[config.mk]
export PLATFORM = sky130hd
export DESIGN_NAME = mem_port_arbiter_flat
export DESIGN_NICKNAME = d
export VERILOG_FILES = /design/src/rtl/mem_port_arbiter_if.sv /design/src/rtl/mem_port_arbiter.sv /design/src/flat_wrapper.sv
export SDC_FILE = /design/constraint.sdc
export NUM_CORES = 1
export LEC_CHECK = 0
export ABC_AREA = 1
export BUFFER_PORTS_ARGS = -buffer_cell sky130_fd_sc_hd__buf_2
export CAP_MARGIN = 0
export CORE_ASPECT_RATIO = 2
export CORE_MARGIN = 3
export CORE_UTILIZATION = 44
export CTS_BUF_LIST = sky130_fd_sc_hd__clkbuf_8 sky130_fd_sc_hd__clkbuf_16
export CTS_CLUSTER_SIZE = 25
export DETAILED_ROUTE_END_ITERATION = 6
export PLACE_DENSITY = 0.86
export SYNTH_ARGS = -nofsm -noshare
export SYNTH_HDL_FRONTEND = slang
export SYNTH_SLANG_ARGS = --single-unit
export TNS_END_PERCENT = 5
[constraint.sdc]
create_clock -name clk -period 2.7 [get_ports clk]
set_clock_uncertainty 0.1 [all_clocks]
set_input_delay 0.27 -clock clk [delete_from_list [all_inputs] [get_ports clk]]
set_output_delay 0.27 -clock clk [all_outputs]
set_load 0.01 [all_outputs]
[src/rtl/mem_port_arbiter_if.sv]
// ---------------------------------------------------------------------------
// mem_port_arbiter_if
// Bus bundle between the two requesters (CPU load/store path "C" and the
// read-only fetch engine "V"), the shared single-port memory, and the
// arbiter.
//
// Modports:
//   master : the environment side. It drives requests and memory read data,
//            and observes grants, read returns and the memory strobe.
//   slave  : the arbiter side (mem_port_arbiter).
//
// Handshake: a requester holds req/addr/we/wdata stable until it samples
// gnt=1 at a rising edge. It may then drop req or keep it high for a
// back-to-back access. A read returns with a one-cycle rvalid pulse in the
// cycle after the grant. rdata holds its value between returns.
// ---------------------------------------------------------------------------
interface mem_port_arbiter_if #(
   parameter int WIDTH     = 16,
   parameter int ADDR_BITS = 16
);
   // CPU port
   logic                 c_req;
   logic                 c_we;
   logic [ADDR_BITS-1:0] c_addr;
   logic [WIDTH-1:0]     c_wdata;
   logic                 c_gnt;
   logic                 c_rvalid;
   logic [WIDTH-1:0]     c_rdata;
   // fetch-engine port
   logic                 v_req;
   logic [ADDR_BITS-1:0] v_addr;
   logic                 v_gnt;
   logic                 v_rvalid;
   logic [WIDTH-1:0]     v_rdata;
   // memory side
   logic                 mem_en;
   logic                 mem_we;
   logic [ADDR_BITS-1:0] mem_addr;
   logic [WIDTH-1:0]     mem_wdata;
   logic [WIDTH-1:0]     mem_rdata;

   modport master (
      output c_req, c_we, c_addr, c_wdata,
      input  c_gnt, c_rvalid, c_rdata,
      output v_req, v_addr,
      input  v_gnt, v_rvalid, v_rdata,
      input  mem_en, mem_we, mem_addr, mem_wdata,
      output mem_rdata
   );

   modport slave (
      input  c_req, c_we, c_addr, c_wdata,
      output c_gnt, c_rvalid, c_rdata,
      input  v_req, v_addr,
      output v_gnt, v_rvalid, v_rdata,
      output mem_en, mem_we, mem_addr, mem_wdata,
      input  mem_rdata
   );
endinterface

[src/rtl/mem_port_arbiter.sv]
// ---------------------------------------------------------------------------
// mem_port_arbiter
// Shares one synchronous single-port data memory between the CPU load/store
// path (port C) and a read-only fetch engine (port V). At most one access is
// granted per cycle. The grant is combinational from the request lines and
// registered state, and the winner's request is driven to memory in the
// same cycle. Read data is routed back to the requesting port in the next
// cycle with a one-cycle rvalid pulse.
//
// Ports:
//   clk   : clock
//   reset : synchronous, active-low reset
//   bus   : mem_port_arbiter_if.slave
//           c_req/c_we/c_addr/c_wdata -> c_gnt, c_rvalid, c_rdata
//           v_req/v_addr               -> v_gnt, v_rvalid, v_rdata
//           mem_en/mem_we/mem_addr/mem_wdata -> memory, mem_rdata <- memory
//
// Arbitration:
//   default build          : V wins contention up to MAX_BURST times in a
//                            row, then C wins once (burst_cnt bound).
//   MEM_ARB_ROUND_ROBIN_EN : whichever port was not granted last wins
//                            contention; last_grant resets to C.
// ---------------------------------------------------------------------------
module mem_port_arbiter #(
   parameter int WIDTH     = 16,
   parameter int ADDR_BITS = 16,
   parameter int MAX_BURST = 4
) (
   input logic               clk,
   input logic               reset,
   mem_port_arbiter_if.slave bus
);

   // Which port owns the read data arriving from memory this cycle.
   typedef enum logic [1:0] {
      TAG_NONE = 2'd0,
      TAG_C    = 2'd1,
      TAG_V    = 2'd2
   } tag_t;

   tag_t             rd_tag, rd_tag_nxt;
   logic [WIDTH-1:0] c_hold, v_hold;
   logic             grant_c, grant_v;
   logic             run;

`ifdef MEM_ARB_ROUND_ROBIN_EN
   typedef enum logic {
      LAST_C = 1'b0,
      LAST_V = 1'b1
   } last_t;
   last_t last_grant, last_grant_nxt;
`else
   localparam logic [3:0] MAX_B = 4'(MAX_BURST);
   logic [3:0] burst_cnt, burst_cnt_nxt;
`endif

   // While reset is asserted nothing is granted and every output reads 0,
   // even before the reset edge clears the registers.
   assign run = reset;

   // ---------------- state register ----------------
   always_ff @(posedge clk) begin
      if (!reset) begin
         rd_tag     <= TAG_NONE;
         c_hold     <= '0;
         v_hold     <= '0;
`ifdef MEM_ARB_ROUND_ROBIN_EN
         last_grant <= LAST_C;
`else
         burst_cnt  <= '0;
`endif
      end else begin
         rd_tag <= rd_tag_nxt;
         if (rd_tag == TAG_C) c_hold <= bus.mem_rdata;
         if (rd_tag == TAG_V) v_hold <= bus.mem_rdata;
`ifdef MEM_ARB_ROUND_ROBIN_EN
         last_grant <= last_grant_nxt;
`else
         burst_cnt  <= burst_cnt_nxt;
`endif
      end
   end

   // ---------------- grant decision / next state ----------------
   always_comb begin
      grant_c    = 1'b0;
      grant_v    = 1'b0;
      rd_tag_nxt = TAG_NONE;
`ifdef MEM_ARB_ROUND_ROBIN_EN
      last_grant_nxt = last_grant;
`else
      burst_cnt_nxt  = burst_cnt;
`endif
      if (run) begin
         if (bus.c_req && bus.v_req) begin
`ifdef MEM_ARB_ROUND_ROBIN_EN
            if (last_grant == LAST_C) grant_v = 1'b1;
            else                      grant_c = 1'b1;
`else
            if (burst_cnt < MAX_B) begin
               grant_v       = 1'b1;
               burst_cnt_nxt = burst_cnt + 4'd1;
            end else begin
               grant_c       = 1'b1;
               burst_cnt_nxt = '0;
            end
`endif
         end else if (bus.c_req) begin
            grant_c = 1'b1;
`ifndef MEM_ARB_ROUND_ROBIN_EN
            burst_cnt_nxt = '0;
`endif
         end else if (bus.v_req) begin
            grant_v = 1'b1;
            // C is not waiting, so this V grant does not count toward a burst.
`ifndef MEM_ARB_ROUND_ROBIN_EN
            burst_cnt_nxt = '0;
`endif
         end
      end

`ifdef MEM_ARB_ROUND_ROBIN_EN
      if (grant_c) last_grant_nxt = LAST_C;
      if (grant_v) last_grant_nxt = LAST_V;
`endif

      // The tag follows each grant, so alternating grants still return to
      // the right port.
      if (grant_c && !bus.c_we) rd_tag_nxt = TAG_C;
      else if (grant_v)         rd_tag_nxt = TAG_V;
   end

   // ---------------- outputs ----------------
   always_comb begin
      bus.c_gnt     = grant_c;
      bus.v_gnt     = grant_v;
      bus.mem_en    = grant_c | grant_v;
      bus.mem_we    = grant_c & bus.c_we;
      bus.mem_addr  = '0;
      bus.mem_wdata = '0;
      if (grant_c) begin
         bus.mem_addr = bus.c_addr;
         if (bus.c_we) bus.mem_wdata = bus.c_wdata;
      end else if (grant_v) begin
         bus.mem_addr = bus.v_addr;
      end

      // Read data is passed straight through in the return cycle, and the
      // hold register supplies it afterwards.
      bus.c_rvalid = run && (rd_tag == TAG_C);
      bus.v_rvalid = run && (rd_tag == TAG_V);
      bus.c_rdata  = '0;
      bus.v_rdata  = '0;
      if (run) begin
         bus.c_rdata = bus.c_rvalid ? bus.mem_rdata : c_hold;
         bus.v_rdata = bus.v_rvalid ? bus.mem_rdata : v_hold;
      end
   end

endmodule

[src/flat_wrapper.sv]
// flat-port wrapper written by rule: the top's interface ports become plain ports
module mem_port_arbiter_flat 
#(
   parameter int WIDTH     = 16,
   parameter int ADDR_BITS = 16,
   parameter int MAX_BURST = 4
)
  (clk, reset, bus_c_req, bus_c_we, bus_c_addr, bus_c_wdata, bus_c_gnt, bus_c_rvalid, bus_c_rdata, bus_v_req, bus_v_addr, bus_v_gnt, bus_v_rvalid, bus_v_rdata, bus_mem_en, bus_mem_we, bus_mem_addr, bus_mem_wdata, bus_mem_rdata);
  mem_port_arbiter_if #(.WIDTH(WIDTH), .ADDR_BITS(ADDR_BITS)) bus_i ();
  input logic clk;
  input logic reset;
  input wire logic [$bits(bus_i.c_req)-1:0] bus_c_req;
  input wire logic [$bits(bus_i.c_we)-1:0] bus_c_we;
  input wire logic [$bits(bus_i.c_addr)-1:0] bus_c_addr;
  input wire logic [$bits(bus_i.c_wdata)-1:0] bus_c_wdata;
  output wire logic [$bits(bus_i.c_gnt)-1:0] bus_c_gnt;
  output wire logic [$bits(bus_i.c_rvalid)-1:0] bus_c_rvalid;
  output wire logic [$bits(bus_i.c_rdata)-1:0] bus_c_rdata;
  input wire logic [$bits(bus_i.v_req)-1:0] bus_v_req;
  input wire logic [$bits(bus_i.v_addr)-1:0] bus_v_addr;
  output wire logic [$bits(bus_i.v_gnt)-1:0] bus_v_gnt;
  output wire logic [$bits(bus_i.v_rvalid)-1:0] bus_v_rvalid;
  output wire logic [$bits(bus_i.v_rdata)-1:0] bus_v_rdata;
  output wire logic [$bits(bus_i.mem_en)-1:0] bus_mem_en;
  output wire logic [$bits(bus_i.mem_we)-1:0] bus_mem_we;
  output wire logic [$bits(bus_i.mem_addr)-1:0] bus_mem_addr;
  output wire logic [$bits(bus_i.mem_wdata)-1:0] bus_mem_wdata;
  input wire logic [$bits(bus_i.mem_rdata)-1:0] bus_mem_rdata;
  assign bus_i.c_req = bus_c_req;
  assign bus_i.c_we = bus_c_we;
  assign bus_i.c_addr = bus_c_addr;
  assign bus_i.c_wdata = bus_c_wdata;
  assign bus_c_gnt = bus_i.c_gnt;
  assign bus_c_rvalid = bus_i.c_rvalid;
  assign bus_c_rdata = bus_i.c_rdata;
  assign bus_i.v_req = bus_v_req;
  assign bus_i.v_addr = bus_v_addr;
  assign bus_v_gnt = bus_i.v_gnt;
  assign bus_v_rvalid = bus_i.v_rvalid;
  assign bus_v_rdata = bus_i.v_rdata;
  assign bus_mem_en = bus_i.mem_en;
  assign bus_mem_we = bus_i.mem_we;
  assign bus_mem_addr = bus_i.mem_addr;
  assign bus_mem_wdata = bus_i.mem_wdata;
  assign bus_i.mem_rdata = bus_mem_rdata;
  mem_port_arbiter #(.WIDTH(WIDTH), .ADDR_BITS(ADDR_BITS), .MAX_BURST(MAX_BURST)) u_core (.clk(clk), .reset(reset), .bus(bus_i));
endmodule
### Yosys cells after proc, flatten, opt, wreduce, memory -nomap -nowiden

Cells that the tools add are included.

| operators by class | value |
|---|---|
| $add $sub $neg | 1 |
| $lt $le $gt $ge | 1 |
| equal/unequal tests | 2 |
| muxes and demuxes | 23 |
| bitwise logic cells | 3 |
| reduce and logical (&&, ||, !) cells | 7 |

Operator list:

| cell | count |
|---|---|
| $mux W16 | 8 |
| $mux W4 | 4 |
| $mux W1 | 10 |
| $add A4 B1 Y4 const B | 1 |
| $logic_and A1 B1 Y1 | 4 |
| $lt A4 B3 Y1 const B | 1 |
| $reduce_bool A3 Y1 | 1 |
| $eq A2 B1 Y1 const B | 1 |
| $eq A2 B2 Y1 const B | 1 |
| $mux W2 | 1 |
| $reduce_or A2 Y1 | 1 |
| $and A1 B1 Y1 | 1 |
| $logic_not A1 Y1 | 1 |
| $not A1 Y1 | 1 |
| $or A1 B1 Y1 | 1 |

| word-level totals | value |
|---|---|
| register bits | 38 |
| bits of input ports | 69 |
| output and inout bits | 70 |
| word-level logic and storage cells | 42 |

### Logic depth before layout (Yosys ltp)

Gate-level depths: netlist of the first run.

| logic depth | value |
|---|---|
| depth after elaboration | 6 |
| gate-level depth with buffers | 6 |
| depth with buffers taken out | 5 |

### Worst setup path before layout of the first run

Ideal clock, no wire load.

| path | value |
|---|---|
| kind | register to output |
| from | reg u_core.rd_tag[1] |
| to | out bus_c_rdata[10] |
| arrival | 1002 ps |
| data required time | 2330 ps |
| slack | 1328 ps |
| cell stages (with the launch flop) | 7 |
| path buffers | 1 |
| path through | dfxtp_1 -> inv_1 -> nand2_1 -> inv_1 -> buf_4 -> nor2_1 -> nor2_1 |

| between the ends | value |
|---|---|
| word-level cells in the longest chain between the ends | 4 |

Ends and longest elaborated chain:

| item | RTL line | RTL |
|---|---|---|
| start: declaration | mem_port_arbiter.sv:41 | `tag_t rd_tag, rd_tag_nxt;` |
| start signal: assignment | mem_port_arbiter.sv:73 | `rd_tag <= rd_tag_nxt;` |
| $eq A2 B1 Y1 | mem_port_arbiter.sv:150 | `bus.c_rvalid = run && (rd_tag == TAG_C);` |
| $logic_and A1 B1 Y1 | mem_port_arbiter.sv:150 |  |
| $mux W16 | mem_port_arbiter.sv:155 | `bus.c_rdata = bus.c_rvalid ? bus.mem_rdata : c_hold;` |
| $mux W16 | mem_port_arbiter.sv:154 | `if (run) begin` |
| end: declaration | flat_wrapper.sv:18 | `output wire logic [$bits(bus_i.c_rdata)-1:0] bus_c_rdata;` |

No other way between the ends.

### Final worst setup path of the first run

| path | value |
|---|---|
| from | reg u_core.rd_tag[1] |
| to | out bus_c_rdata[13] |

Same word-level chain as after synthesis.

==> impl_metrics.toml, run 1 <==
[synth]
syn_area_um2 = 1930
synth_top_area_cell = "dfxtp_1"
yosysUniqueCellTypes = 18
syn_area_per_cell_um2 = 6.34
yosysWarnings = 0
synth_top_area_share = 0.395
synth_nets = 374
synth_area_leaders = "dfxtp_1 (39%), nor2_1 (21%), nand3_1 (8.8%), nand2_1 (8.4%), o21ai_0 (8.3%)"
netlist_instances = 304
synth_seq_cells = 38
ys_seq_area_frac = 0.395

[outcome]
status = "complete, no violations"

[route]
vias = 2405
drt_iter0_markers = 37
drc = 0
routedWlPerCell_um = 11.9
firstDrtPassIters = 4
via_per_inst = 4.92
wl_mm = 5.83
antenna_left = 0

[timing]
min_period_ns = 1.92
setup_tns_ns = 0
whs_ns = 0.148
drv_slew = 0
hold_viol_final = 0
rsz0062_at_grt = "false"
max-slew-margin-rel = 0.658
period_share = 0.712
setup_violations = 0
worst_pin_slew_ns = 0.512
max_freq_mhz = 520

[finish]
drive_above_1_share = 0.375
area.growth.synth_to_final_pct = 40.0
fillCellCount = 415
nets = 507
n_antenna_cell = 0
utilization = 0.647

[placed_design]
dp_hpwl_mm = 4.74
place_congestion = 0.770
port_buffers = 138

[grt]
grt_max_degree = 30
first_global_vias = 2209
grt_overflow = 0
grt_pass1_wl_mm = 9.06
antenna_found_initial = 0
track_usage = 0.222

[setup_path]
endpoint_kind = "primary output"
arrival_ns = 1.55
worstSetupPathType = "reg2out"
cp_data_required_time_ns = 2.33
critical_path.max_fanout = 16
cp-start-kind = "flop"

[cts]
cts_tree = "yes"
cts_resized = 0
clk_pin_slew_ns = 0.07
cts_buffers = 5
postCtsSetupBuffers = 0
clock_latency_ns = 0.28
clkSinkCount = 38
ctsHtreeMaxLevel = 2
clk_path_buf_depth = 2
ctsHoldBuffers = 0
cts-root-buf = "clkbuf_8"

[floorplan]
io_pins = 139
die_width_um = 52.8
die-area_um2 = 5260
start_util = 0.462
rows = 33
core_area_um2 = 4170
fp.dieH_um = 99.6

[pwr]
p_int_uw = 879
p_sw_uw = 361
p_leak_nw = 1.50
vdd_drop_max_uv = 302
p_clk_frac = 0.288
seqPwrFrac = 0.482
p_per_area_nw_per_um2 = 459
power_frac_comb = 0.230
swShare = 0.291

[min_path]
hold_path_class = "in2reg"

[run]
drv_cap = 0
-- placed cells by master (no fill, tap or decap), types with 5 or more instances in the layout --
cell and instances:
buf_2 138, nor2_1 110, nand2_1 43, dfxtp_1 38
nand3_1 34, o21ai_0 32, nor2_2 10, inv_1 9
a21oi_1 5, clkbuf_8 5
-- power groups by stage --
stage / clock (mW) / combinational [mW] / sequential (mW)
after floorplan: 0 / 0.166 / 0.609
final: 0.357 / 0.285 / 0.598
after CTS: 0.364 / 0.287 / 0.598
after global placement: 0 / 0.281 / 0.610
after detailed placement: 0 / 0.286 / 0.611
after global routing: 0.396 / 0.320 / 0.600
-- final cells by class --
| class | count | area (um^2) | area share |
|---|---|---|---|
| clock inverter | 2 | 10.0 | 0.00371 |
| timing repair buffer | 141 | 713 | 0.264 |
| tap | 52 | 65.1 | 0.0241 |
| clock buffer | 5 | 68.8 | 0.0255 |
| multi-input combinational | 238 | 1030 | 0.382 |
| inverter | 13 | 48.8 | 0.0181 |
| sequential | 38 | 761 | 0.282 |
-- routing by layer --
metal | vias to the layer above | wire length [um] | track usage
li1 | 1225 | - | -
met1 | 1045 | 2180 | 0.234
met2 | 126 | 3090 | 0.421
met3 | 9 | 462 | 0.0375
met4 | 0 | 96 | 0.0709
met5 | - | 0 | 0
-- synthesized netlist by cell type --
cell type and n:
o21ai_0 32, buf_1 1, ha_1 1, buf_4 4, nor2_1 110, buf_6 1, inv_2 4, inv_1 9
clkbuf_2 2, buf_2 4, clkbuf_1 3, nand2_1 43, nor2_2 10, nor3_1 1, nand3_1 34, nand2_4 2
a21oi_1 5, dfxtp_1 38
-- stage by stage --
| stage | area [um^2] | worst slack [ns] | power [mW] | instances |
|---|---|---|---|---|
| 6_report | 2700 | 0.779 | 1.24 | 489 |
| 5_1_grt | 2700 | 0.605 | 1.32 | 489 |
| 4_1_cts | 2700 | 0.767 | 1.25 | 489 |
| 3_5_place_dp | 2620 | 1.08 | 0.897 | 482 |
| 3_3_place_gp | 2620 | 1.09 | 0.890 | 482 |
| 2_1_floorplan | 1930 | 1.33 | 0.774 | 304 |
-- kinds of logic (layout without fill, tap and decap cells) --
family	count (synthesis)	in the layout	synth area share
buffers and inverters	28	161	0.0701
adders and majority gates	1	1	0.00649
DFF	38	38	0.395
and+or+nand+nor	200	200	0.433
AOI/OAI and AO/OA	37	37	0.0960
-- path summary, 6_finish.rpt --
kind / from / to / slack (ns) / cells past startpoint
max reg2reg: u_core.burst_cnt[2] / u_core.rd_tag[0] / 1.42 / 4
min reg2reg: u_core.v_hold[12] / u_core.v_hold[12] / 0.37 / 2
min: bus_c_req / u_core.rd_tag[1] / 0.15 / 2
max: u_core.rd_tag[1] / bus_c_rdata[13] / 0.78 / 6
-- worst max-delay path, stage by stage, from the launching register on --
cell	delay, ns
dfxtp_1	0.31
inv_1	0.04
nand2_1	0.05
inv_1	0.39
nor2_1	0.12
nor2_1	0.20
buf_2	0.17
-- registers in the layout, summed over array words and instances, names as in the netlist --
name,count
u_core.v_hold,16
u_core.rd_tag,2
u_core.burst_cnt,4
u_core.c_hold,16
(Power assumes the default switching activity.)
==> run 2, diff against run 1 <==
--- a/config.mk
+++ b/config.mk
@@ -10,11 +10,11 @@
 export CAP_MARGIN = 0
 export CORE_ASPECT_RATIO = 2
 export CORE_MARGIN = 3
-export CORE_UTILIZATION = 44
+export CORE_UTILIZATION = 37
 export CTS_BUF_LIST = sky130_fd_sc_hd__clkbuf_8 sky130_fd_sc_hd__clkbuf_16
 export CTS_CLUSTER_SIZE = 25
 export DETAILED_ROUTE_END_ITERATION = 6
-export PLACE_DENSITY = 0.86
+export PLACE_DENSITY = 0.77
 export SYNTH_ARGS = -nofsm -noshare
 export SYNTH_HDL_FRONTEND = slang
 export SYNTH_SLANG_ARGS = --single-unit
==> constraint.sdc (replaced) <==
create_clock -name clk -period 1.54 [get_ports clk]
set_clock_uncertainty 0.1 [all_clocks]
set_input_delay 0.154 -clock clk [delete_from_list [all_inputs] [get_ports clk]]
set_output_delay 0.154 -clock clk [all_outputs]
set_load 0.01 [all_outputs]
==> run 2 against run 1 <==
Net effect:
- the flow now finishes with violations (setup timing)
- via count increased by 2.4%
- sequential power is 77% higher
- first-iteration DRC count increased by 24%
- worst setup slack worse by 0.84 ns
- highest routed layer unchanged
==> impl_metrics.toml, run 2 (synthesis results as in run 1) <==
[outcome]
status = "finished, violations left"
violations = "setup timing"

[placed_design]
port_buffers = 138
place_congestion = 0.825
dp_hpwl_mm = 4.78

[timing]
setup_violations = 13
max-slew-margin-rel = 0.729
drv_slew = 0
min_period_ns = 1.60
period_share = 1.04
hold_viol_final = 0
setup_tns_ns = -0.201
max_freq_mhz = 624
worst_pin_slew_ns = 0.406
rsz0062_at_grt = "true"
layout_setup_ws_ns = -0.0614

[cts]
cts_tree = "yes"
cts-root-buf = "clkbuf_8"
clk_path_buf_depth = 2
cts_buffers = 5
clkSinkCount = 38
clock_latency_ns = 0.28
clk_pin_slew_ns = 0.08
ctsHoldBuffers = 0
ctsHtreeMaxLevel = 2

[floorplan]
rows = 36
start_util = 0.389
die-area_um2 = 6170
fp.dieH_um = 108
die_width_um = 57.0
io_pins = 139
core_area_um2 = 4950

[setup_path]
cp_data_required_time_ns = 1.29
cp_cell_sequence = "inv_2, nand2_4, buf_6, o21ai_1, nor2_2, buf_2"
critical_path.max_fanout = 6
arrival_ns = 1.35
crit_slowest_cell = "dfxtp_2"
reg2reg_setup_slack_ns = 0.43
worstSetupPathType = "reg2out"
endpoint_kind = "primary output"
slowest_delay_ns = 0.37
crit_family = "flip-flops"
cp-start-kind = "flop"
path_buf_inv = 3

[finish]
n_antenna_cell = 0
regArea_um2 = 766
nets = 519
area.growth.synth_to_final_pct = 65.1
fillCellCount = 472
reg_top3 = "u_core.c_hold (16), u_core.v_hold (16), u_core.burst_cnt (4)"
drive_above_1_share = 0.529
final_common_cell = "buf_2"
final_cell_mix = "buf_2 (135), nor2_1 (77), nand2_1 (39), dfxtp_1 (34)"
multi_input_area_um2 = 1290

[grt]
grt_max_degree = 19
first_global_vias = 2268
grt_pass1_wl_mm = 9.78
antenna_found_initial = 0
grt_overflow = 0
track_usage = 0.197

[pwr]
p_clk_frac = 0.328
p_leak_nw = 1.67
total_power_mw = 2.50
swShare = 0.287
p_int_mw = 1.78
vdd_drop_max_uv = 623
p_sw_uw = 718
power_frac_comb = 0.247
p_per_area_nw_per_um2 = 786
seqPwrFrac = 0.425

[route]
drt_iter0_markers = 46
vias = 2463
drc = 0
antenna_left = 0
via_per_inst = 4.86
firstDrtPassIters = 4
routedWlPerCell_um = 12.8
wl_mm = 6.49

[min_path]
hold_path_class = "in2reg"

[run]
drv_cap = 0
-- run 2: cell count changes in the layout (fill, tap and decap cells not counted), moves of 10 or more --
cell     change
nor2_1      -33
o21ai_0     -32
nor2_2      +23
o21ai_1     +19
o21ai_2     +13
nor2_4      +10
-- run 2: through the flow --
stage	area (um^2)	setup slack [ns]	instances	utilization	hold slack, ns
global route	3180	-0.0993	507	0.642	0.0434
floorplan	1930	0.284	304	-	0.150
CTS	2860	-0.0515	503	0.578	0.0133
finish	3180	-0.0614	507	0.642	0.0271
detailed placement	2670	0.108	493	0.539	0.320
global placement	2670	0.172	493	0.539	0.316
-- run 2: worst paths after layout --
check             cells after the start                end              start
hold reg to reg                       2   u_core.v_hold[4]   u_core.v_hold[4]
setup reg to reg                      6   u_core.v_hold[2]   u_core.rd_tag[0]
setup / recovery                      6     bus_v_rdata[2]   u_core.rd_tag[0]
hold / removal                        3  u_core.c_hold[13]  bus_mem_rdata[13]
-- run 2: layer usage --
metal / global-route usage / vias up / routed length, um
li1: - / 1261 / -
met1: 0.194 / 1070 / 2160
met2: 0.391 / 118 / 3680
met3: 0.0430 / 14 / 474
met4: 0.0647 / 0 / 170
met5: 0 / - / 0
-- run 2: worst register-to-register path: cells and delay by family (launching register included) --
kind,cells,cell delay (ns)
and+or+nand+nor,3,0.26
buffers and inverters,3,0.28
DFF,1,0.37
-- run 2: what timing repair did --
item,4_1_cts,5_1_grt
setup endpoints to repair,66,66
gates cloned,1,4
pin swaps,5,22
resized for setup,38,93
buffers inserted,1,0
-- run 2: layout make-up --
type                            instances  share of cell area
Timing Repair Buffer                  152               0.282
Inverter                               13              0.0169
Multi-Input combinational cell        239               0.404
Clock buffer                            5              0.0216
Tap cell                               57              0.0224
Clock inverter                          3              0.0126
Sequential cell                        38               0.241
-- run 2: power by group through the flow --
stage	sequential, mW	clock, mW	combinational (mW)
5_1_grt	1.07	0.886	0.686
2_1_floorplan	1.07	0	0.291
3_3_place_gp	1.07	0	0.502
3_5_place_dp	1.07	0	0.511
4_1_cts	1.05	0.849	0.536
6_report	1.06	0.821	0.617
